File: src/rtl/ifetch_queue.sv
// In-order instruction fetch queue: request/response imem port, several fetches in flight,
// flush and re-steer on redirect. Define IFETCH_ERR_HALT_EN to record faults and halt issue.
module ifetch_queue #(
    parameter int unsigned DEPTH    = 4,
    parameter logic [31:0] RESET_PC = 32'h0000_0000
) (
    input  logic        i_clk,
    input  logic        i_rst_n,
    output logic        o_imem_req_valid,
    input  logic        i_imem_req_ready,
    output logic [31:0] o_imem_req_addr,
    input  logic        i_imem_rsp_valid,
    input  logic [31:0] i_imem_rsp_data,
    input  logic        i_imem_rsp_err,
    input  logic        i_redirect_valid,
    input  logic [31:0] i_redirect_pc,
    output logic        o_insn_valid,
    input  logic        i_insn_ready,
    output logic [31:0] o_insn,
    output logic [31:0] o_pc,
    output logic [31:0] o_pc_incr,
    output logic        o_insn_err
);
    localparam int unsigned AW = (DEPTH > 1) ? $clog2(DEPTH) : 1;
    localparam int unsigned PW = AW + 1;
    localparam int unsigned SW = PW + 1;

    logic [PW-1:0] alloc_q, alloc_d;
    logic [PW-1:0] fill_q, fill_d;
    logic [PW-1:0] rd_q, rd_d;
    logic [PW-1:0] drop_q, drop_d;
    logic [31:0]   fetch_pc_q, fetch_pc_d;
    logic          run_q;

    logic [31:0] insn_mem_q [DEPTH];
    logic [31:0] pc_mem_q   [DEPTH];

    logic [PW-1:0] occupancy;
    logic [PW-1:0] outstanding;
    logic [SW-1:0] budget;
    logic          halt;
    logic          req_valid;
    logic          req_fire;
    logic          insn_valid;
    logic          pop;
    logic          rsp_keep;

    assign occupancy   = alloc_q - rd_q;
    assign outstanding = alloc_q - fill_q;
    // Dropped-but-pending responses still hold a slot so old-stream data cannot overflow.
    assign budget      = SW'(occupancy) + SW'(drop_q);

    assign req_valid  = run_q && !halt && !i_redirect_valid && (budget < SW'(DEPTH));
    assign req_fire   = req_valid && i_imem_req_ready;
    assign insn_valid = (fill_q != rd_q);
    assign pop        = insn_valid && i_insn_ready;
    assign rsp_keep   = i_imem_rsp_valid && (drop_q == '0) && !i_redirect_valid;

`ifdef IFETCH_ERR_HALT_EN
    logic halt_q, halt_d;
    logic err_mem_q [DEPTH];
    logic [1:0] unused_pc_lsb;

    assign halt          = halt_q;
    assign unused_pc_lsb = i_redirect_pc[1:0];

    always_comb begin
        halt_d = halt_q;
        if (i_redirect_valid) begin
            halt_d = 1'b0;
        end else if (rsp_keep && i_imem_rsp_err) begin
            halt_d = 1'b1;
        end
    end

    always_ff @(posedge i_clk or negedge i_rst_n) begin
        if (!i_rst_n) begin
            halt_q <= 1'b0;
            for (int i = 0; i < int'(DEPTH); i++) begin
                err_mem_q[i] <= 1'b0;
            end
        end else begin
            halt_q <= halt_d;
            if (rsp_keep) begin
                err_mem_q[fill_q[AW-1:0]] <= i_imem_rsp_err;
            end
        end
    end

    assign o_insn_err = err_mem_q[rd_q[AW-1:0]];
`else
    logic [2:0] unused_inputs;

    assign halt          = 1'b0;
    assign unused_inputs = {i_imem_rsp_err, i_redirect_pc[1:0]};
    assign o_insn_err    = 1'b0;
`endif

    always_comb begin
        alloc_d    = alloc_q;
        fill_d     = fill_q;
        rd_d       = rd_q;
        drop_d     = drop_q;
        fetch_pc_d = fetch_pc_q;
        if (i_redirect_valid) begin
            // A response landing this cycle belongs to the old stream, hence the subtraction.
            alloc_d    = alloc_q;
            fill_d     = alloc_q;
            rd_d       = alloc_q;
            drop_d     = drop_q + outstanding - PW'(i_imem_rsp_valid);
            fetch_pc_d = {i_redirect_pc[31:2], 2'b00};
        end else begin
            if (req_fire) begin
                alloc_d    = alloc_q + PW'(1);
                fetch_pc_d = fetch_pc_q + 32'd4;
            end
            if (i_imem_rsp_valid) begin
                if (drop_q != '0) begin
                    drop_d = drop_q - PW'(1);
                end else begin
                    fill_d = fill_q + PW'(1);
                end
            end
            if (pop) begin
                rd_d = rd_q + PW'(1);
            end
        end
    end

    always_ff @(posedge i_clk or negedge i_rst_n) begin
        if (!i_rst_n) begin
            alloc_q    <= '0;
            fill_q     <= '0;
            rd_q       <= '0;
            drop_q     <= '0;
            fetch_pc_q <= RESET_PC;
            run_q      <= 1'b0;
        end else begin
            alloc_q    <= alloc_d;
            fill_q     <= fill_d;
            rd_q       <= rd_d;
            drop_q     <= drop_d;
            fetch_pc_q <= fetch_pc_d;
            run_q      <= 1'b1;
        end
    end

    always_ff @(posedge i_clk or negedge i_rst_n) begin
        if (!i_rst_n) begin
            for (int i = 0; i < int'(DEPTH); i++) begin
                insn_mem_q[i] <= '0;
                pc_mem_q[i]   <= '0;
            end
        end else begin
            if (req_fire) begin
                pc_mem_q[alloc_q[AW-1:0]] <= fetch_pc_q;
            end
            if (rsp_keep) begin
                insn_mem_q[fill_q[AW-1:0]] <= i_imem_rsp_data;
            end
        end
    end

    assign o_imem_req_valid = req_valid;
    assign o_imem_req_addr  = fetch_pc_q;
    assign o_insn_valid     = insn_valid;
    assign o_insn           = insn_mem_q[rd_q[AW-1:0]];
    assign o_pc             = pc_mem_q[rd_q[AW-1:0]];
    assign o_pc_incr        = o_pc + 32'd4;

endmodule

File: config.mk
export PLATFORM = sky130hd
export DESIGN_NAME = ifetch_queue
export DESIGN_NICKNAME = d
export VERILOG_FILES = /design/src/rtl/ifetch_queue.sv
export SDC_FILE = /design/constraint.sdc
export NUM_CORES = 1
export LEC_CHECK = 0
export BUFFER_PORTS_ARGS = -buffer_cell sky130_fd_sc_hd__buf_4
export CORE_MARGIN = 2
export CORE_UTILIZATION = 25
export DETAILED_ROUTE_END_ITERATION = 8
export GPL_TIMING_DRIVEN = 0
export PLACE_DENSITY = 0.4
export SYNTH_ARGS = -nofsm -noshare
export SYNTH_HDL_FRONTEND = slang
export SYNTH_SLANG_ARGS = --single-unit
File: constraint.sdc
create_clock -name i_clk -period 3.8 [get_ports i_clk]
set_input_delay 0 -clock i_clk [delete_from_list [all_inputs] [get_ports i_clk]]
set_output_delay 0 -clock i_clk [all_outputs]
set_load 0.02 [all_outputs]
Word level (Yosys, flattened, before mapping). Index checks and enable logic that the tools add are counted.

Memories kept: 0. Word-level logic and storage cells: 77. Input port bits: 71. Register bits: 301. Memory bits (read-only): 0. Output and inout port bits: 131. Bits in latches: 0. RAM bits: 0.

Order comparisons: 6. Bitwise gates (word level): 4. Mux-type cells: 22. Shifts and indexed selects: 0. Equal/unequal tests: 2. Reductions and logical operators: 18. Multiply operators: 0. Div/mod/pow operators: 0. $add $sub $neg: 11.

Operator list (count): $bwmux W128 (2); $mux W32 (8); $bmux W32 S2 (2); $demux W32 S2 (2); $add A32 B3 Y32 const B (2); $mux W3 (8); $add A3 B1 Y3 const B (3); $ge A3 B3 Y1 const B (3); $not A2 Y3 (3); $logic_and A1 B1 Y1 (8); $reduce_bool A2 Y1 (4); $lt A3 B1 Y1 const B (2); $reduce_and A2 Y1 (3); $sub A3 B3 Y3 (2); $add A3 B3 Y4 (1); $lt A4 B3 Y1 const B (1); $add A3 B3 Y3 (1); $logic_not A3 Y1 (1); $ne A3 B3 Y1 (1); $reduce_bool A3 Y1 (1); $sub A3 B1 Y3 (1); $sub A3 B1 Y3 const B (1); $ne A2 B2 Y1 const B (1); $logic_not A1 Y1 (1); $not A1 Y1 (1).

Logic depth before layout (Yosys ltp).
Depth in word-level cells: 7. Depth in mapped cells: 16. Mapped depth without buffers: 12.

Least setup slack after synthesis. OpenSTA, ideal clock, no wires.

Kind: reg-to-reg. Start: register rd_q[1]. End: register fetch_pc_q[30] (netlist: o_imem_req_addr[30]). Library setup time: 0.069 ns. Setup slack: -0.100 ns. Data arrival time: 3.832 ns. Cell stages (with the launch flop): 17. Period minus slack after synthesis: 3.900 ns. Path buffers: 6. Data required time: 3.731 ns. Cell sequence: dfrtp_1 -> buf_2 -> buf_2 -> buf_2 -> buf_1 -> inv_1 -> fa_1 -> xor2_1 -> xnor2_1 -> ha_1 -> nor4b_1 -> and4_1 -> buf_2 -> clkbuf_1 -> nand3_1 -> or3_1 -> nand3_1.

Cells in the longest elaborated chain, start to end: 6.

Ends and longest elaborated chain: from (decl) (line 30) `logic [PW-1:0] rd_q, rd_d;`; from (signal assigned) (line 141) `rd_q <= rd_d;`; $sub A3 B3 Y3 (line 48) `assign occupancy = alloc_q - rd_q;`; $add A3 B3 Y4 (line 51) `assign budget = SW'(occupancy) + SW'(drop_q);`; $lt A4 B3 Y1 (line 53) `assign req_valid = run_q && !halt && !i_redirect_valid && (budget < SW'(DEPTH));`; $logic_and A1 B1 Y1 (line 53); $logic_and A1 B1 Y1 (line 54) `assign req_fire = req_valid && i_imem_req_ready;`; $reduce_bool A2 Y1 (no source line); to (signal assigned) (line 143) `fetch_pc_q <= fetch_pc_d;`; to (decl) (line 32) `logic [31:0] fetch_pc_q, fetch_pc_d;`.

No other way between the ends. A chain may end at the register's enable or synchronous reset.

Worst setup path in the final report.
Start: register rd_q[1]. End: register fetch_pc_q[28] (netlist: o_imem_req_addr[28]).

Same word-level chain as after synthesis.

==> summary.txt <==
Power and ir drop
  – VDD IR max: a little over 400 uV
  – Cell Pwr Density: about 800 nW/um^2
  – Total power: 15350 uW
  – Pleak: between 0.008 and 0.009 uW

Floorplanning
  – Starting Density: 0.2515
  – Row count: 87
  – Die ar.: 58320 sq um
  – Core ar.: about 56000 sq um
  – IO Count: between 200 and 250
  – Die Wd: roughly 240 um
  – Die Span Y: roughly 240 um

Routing
  – Post-DRT Antenna Nets: 0
  – DRC: 0
  – 1st-pass router iterations: 4
  – DRT iter0 DRCs: approximately 460
  – Vias/cell: approximately 4.5
  – Routed WL per cell: just under 20 um
  – Vias: around 9600
  – Drt total wl: 41710 um

STA
  – RSZ-0062 raised after global routing: yes
  – Final period utilization: 0.9402
  – Final count of hold timing violations: 0
  – Setup tns final: 0 ns
  – Finish-stage setup viols: 0
  – Final Max Slew Viols: 0
  – Slew margin rel.: 0.4376
  – Hold_ws: between 0.07 and 0.08 ns
  – Worst-Margin Slew: around 0.84 ns
  – Final min period: ~3.6 ns
  – Clk_skew: roughly 0.011 ns
  – Fmax: around 0.28 GHz

GRT
  – Initial antenna violation count: 2
  – GR Overflow Total: 0
  – First-pass GRT wire length: between 60000 and 70000 um
  – Vias in the first global route: slightly above 10000
  – Gr usage total: 0.1462
  – Largest net degree at the start of global routing: around 110

Place
  – Count of input and output buffers: 190
  – HPWL Detailed: 28780 um
  – Final Wtd Congestion: ~0.73

Setup path
  – CP max stage delay: roughly 0.42 ns
  – Buf/Inv on CP: 6
  – Cell family with most CP delay: buffers and inverters
  – Crit-path max FO: 10
  – Worst setup EP type: flip-flop
  – CP cell instances: buf_8 -> buf_8 -> buf_12 -> inv_1 -> fa_1 -> xor2_1 -> xnor2_1 -> ha_1 -> nor4b_4 -> and4_1 -> clkbuf_4 -> nor2_1 -> buf_4 -> a21o_1 -> a221o_1
  – Setup CP Type: flip-flop to flip-flop
  – Arrival time worst endpoint: between 3 and 4 ns
  – R2r setup slk: 0.23 ns
  – Critical Path Slowest Stage Cell: dfrtp_2
  – Critical Path RT: around 4.2 ns
  – Critical path startpoint category: flip-flop
  – Most common cell on crit path: buf_8

Yosys
  – Sequential fraction of the synthesis area: 0.5164
  – Asr flop ratio synth: 1.000
  – Ys Warns: 0
  – Synth cell types: 52
  – Post-synth EDFFs: 0
  – Dominant synthesized flop cell: dfrtp_1
  – FF+latch count, synth: 291
  – Synthesized area per cell: about 14 sq um
  – Mapped Area: 14100 sq um
  – Gate Count Post-Synth: 1017

Final layout
  – Final net count: 1418
  – # diodes: 0
  – Syn-to-layout area delta: 33.25%
  – Finished Core Util: 0.3352
  – Most frequent cells in the layout: dfrtp_1 (290), mux2_2 (238), buf_4 (212)
  – Layout cell share with drive strength beyond 1: 0.4461
  – Commonest non-fill, non-tap cell in the layout: dfrtp_1

Clock network
  – Clk buf depth: 3
  – Root Buffer: clkbuf_16
  – H-tree depth: 2
  – CTS tree: done
  – CTS buffer count: 39
  – Clk_lat worst skew: 0.54 ns
  – Worst-path clk slew: around 0.06 ns
  – CTS sink count: just under 300

Hold path
  – Hold Path Class: input port to asynchronous set/reset pin

Run
  – Max_cap viols: 0

Status
  – Outcome: completed
## logic make-up after synthesis
group,count (synthesis),share of synthesized area
AO/OA/AOI/OAI,79,0.03505
adder cells (fa/ha/maj),22,0.02218
other,2,0.0005326
multiplexers,308,0.2982
XOR/XNOR,49,0.03043
buffers and inverters,96,0.03132
flip-flops,291,0.5164
AND/OR/NAND/NOR,170,0.06584
## worst paths after layout
path	from	to	depth (start not counted)
max	rd_q[1]	o_imem_req_addr[28]	15
min	i_rst_n	pc_mem_q[6]	2
max reg2reg	rd_q[1]	o_imem_req_addr[28]	15
min reg2reg	pc_mem_q[36]	pc_mem_q[36]	2
max in group asynchronous	i_rst_n	insn_mem_q[39]	3
min in group i_clk	i_imem_req_ready	o_imem_req_addr[13]	7
## state kept, by name, summed over array words and instances (netlist names)
| name | cells |
|---|---|
| insn_mem_q | 128 |
| pc_mem_q | 120 |
| o_imem_req_addr | 30 |
| alloc_q | 3 |
| drop_q | 3 |
| fill_q | 3 |
| rd_q | 3 |
| run_q | 1 |
## layer usage
| metal | wire [um] | GRT usage |
|---|---|---|
| met1 | 18320 | 0.1873 |
| met2 | 20170 | 0.2456 |
| met3 | 2297 | 0.03384 |
| met4 | 905 | 0.04340 |
| met5 | 21 | 0 |
## cells in the mapped netlist (2+ instances only)
master    number  area share
mux2i_1        2      0.0014
clkbuf_1      35      0.0093
and4_1         3      0.0019
nand4_1       14      0.0062
a31oi_1        6      0.0027
fa_1           5      0.0071
xnor2_1       38       0.024
xor2_1        11      0.0068
a41oi_1        2      0.0012
a21oi_1       13      0.0046
nor3_1         2     0.00071
nand2_1       62       0.017
nand3_1       33       0.012
mux4_2        51       0.081
inv_1         21      0.0056
o211ai_1       9      0.0048
o311ai_0      11      0.0068
buf_1         18      0.0048
and3_1         9      0.0040
nor2_1        21      0.0056
nand4_2        2      0.0018
mux2_2       238        0.19
and2_1         4      0.0018
nand4_4        2      0.0030
ha_1          17       0.015
mux4_1        11       0.020
dfrtp_1      291        0.52
buf_2         10      0.0035
conb_1         2     0.00053
or3_1          2     0.00089
nor4_1         3      0.0013
o21ai_0       33       0.012
buf_4          9      0.0048
a221o_1        2      0.0014
nor4_4         3      0.0045
mux2_1         6      0.0048
## cell type report
class / count / area (sq um)
fillers: 5587 / 37270
flip-flops and latches: 291 / 7283
multi-input cells: 636 / 6422
repair buffers: 262 / 2180
clock buffers: 57 / 1186
well taps: 756 / 945.9
plain buffers: 74 / 474.2
clock inverters: 13 / 219.0
inverters: 21 / 78.83
## what timing repair did
item | in CTS | in global routing
hold buffers | 66 | 0
setup endpoints to repair | 154 | 143
resized for setup | 44 | 18
endpoints found under the hold margin | 259 | 0
setup buffers | 4 | 0
pin swaps | 2 | 1
## metrics by stage
| stage | std cells | cell area [sq um] | worst slack (ns) |
|---|---|---|---|
| 2_1_floorplan | 1023 | 14120 | 0.04841 |
| 3_3_place_gp | 1969 | 16500 | -1.702 |
| 3_5_place_dp | 1971 | 16560 | -1.678 |
| 4_1_cts | 2110 | 18760 | 0.01027 |
| 5_1_grt | 2110 | 18790 | -0.02298 |
| 6_report | 2110 | 18790 | 0.2271 |
## report_power, final
group | switching, uW | internal (uW)
clock network | 1420 | 2570
logic | 3320 | 3200
registers | 648 | 4210
(Power assumes the default switching activity.)
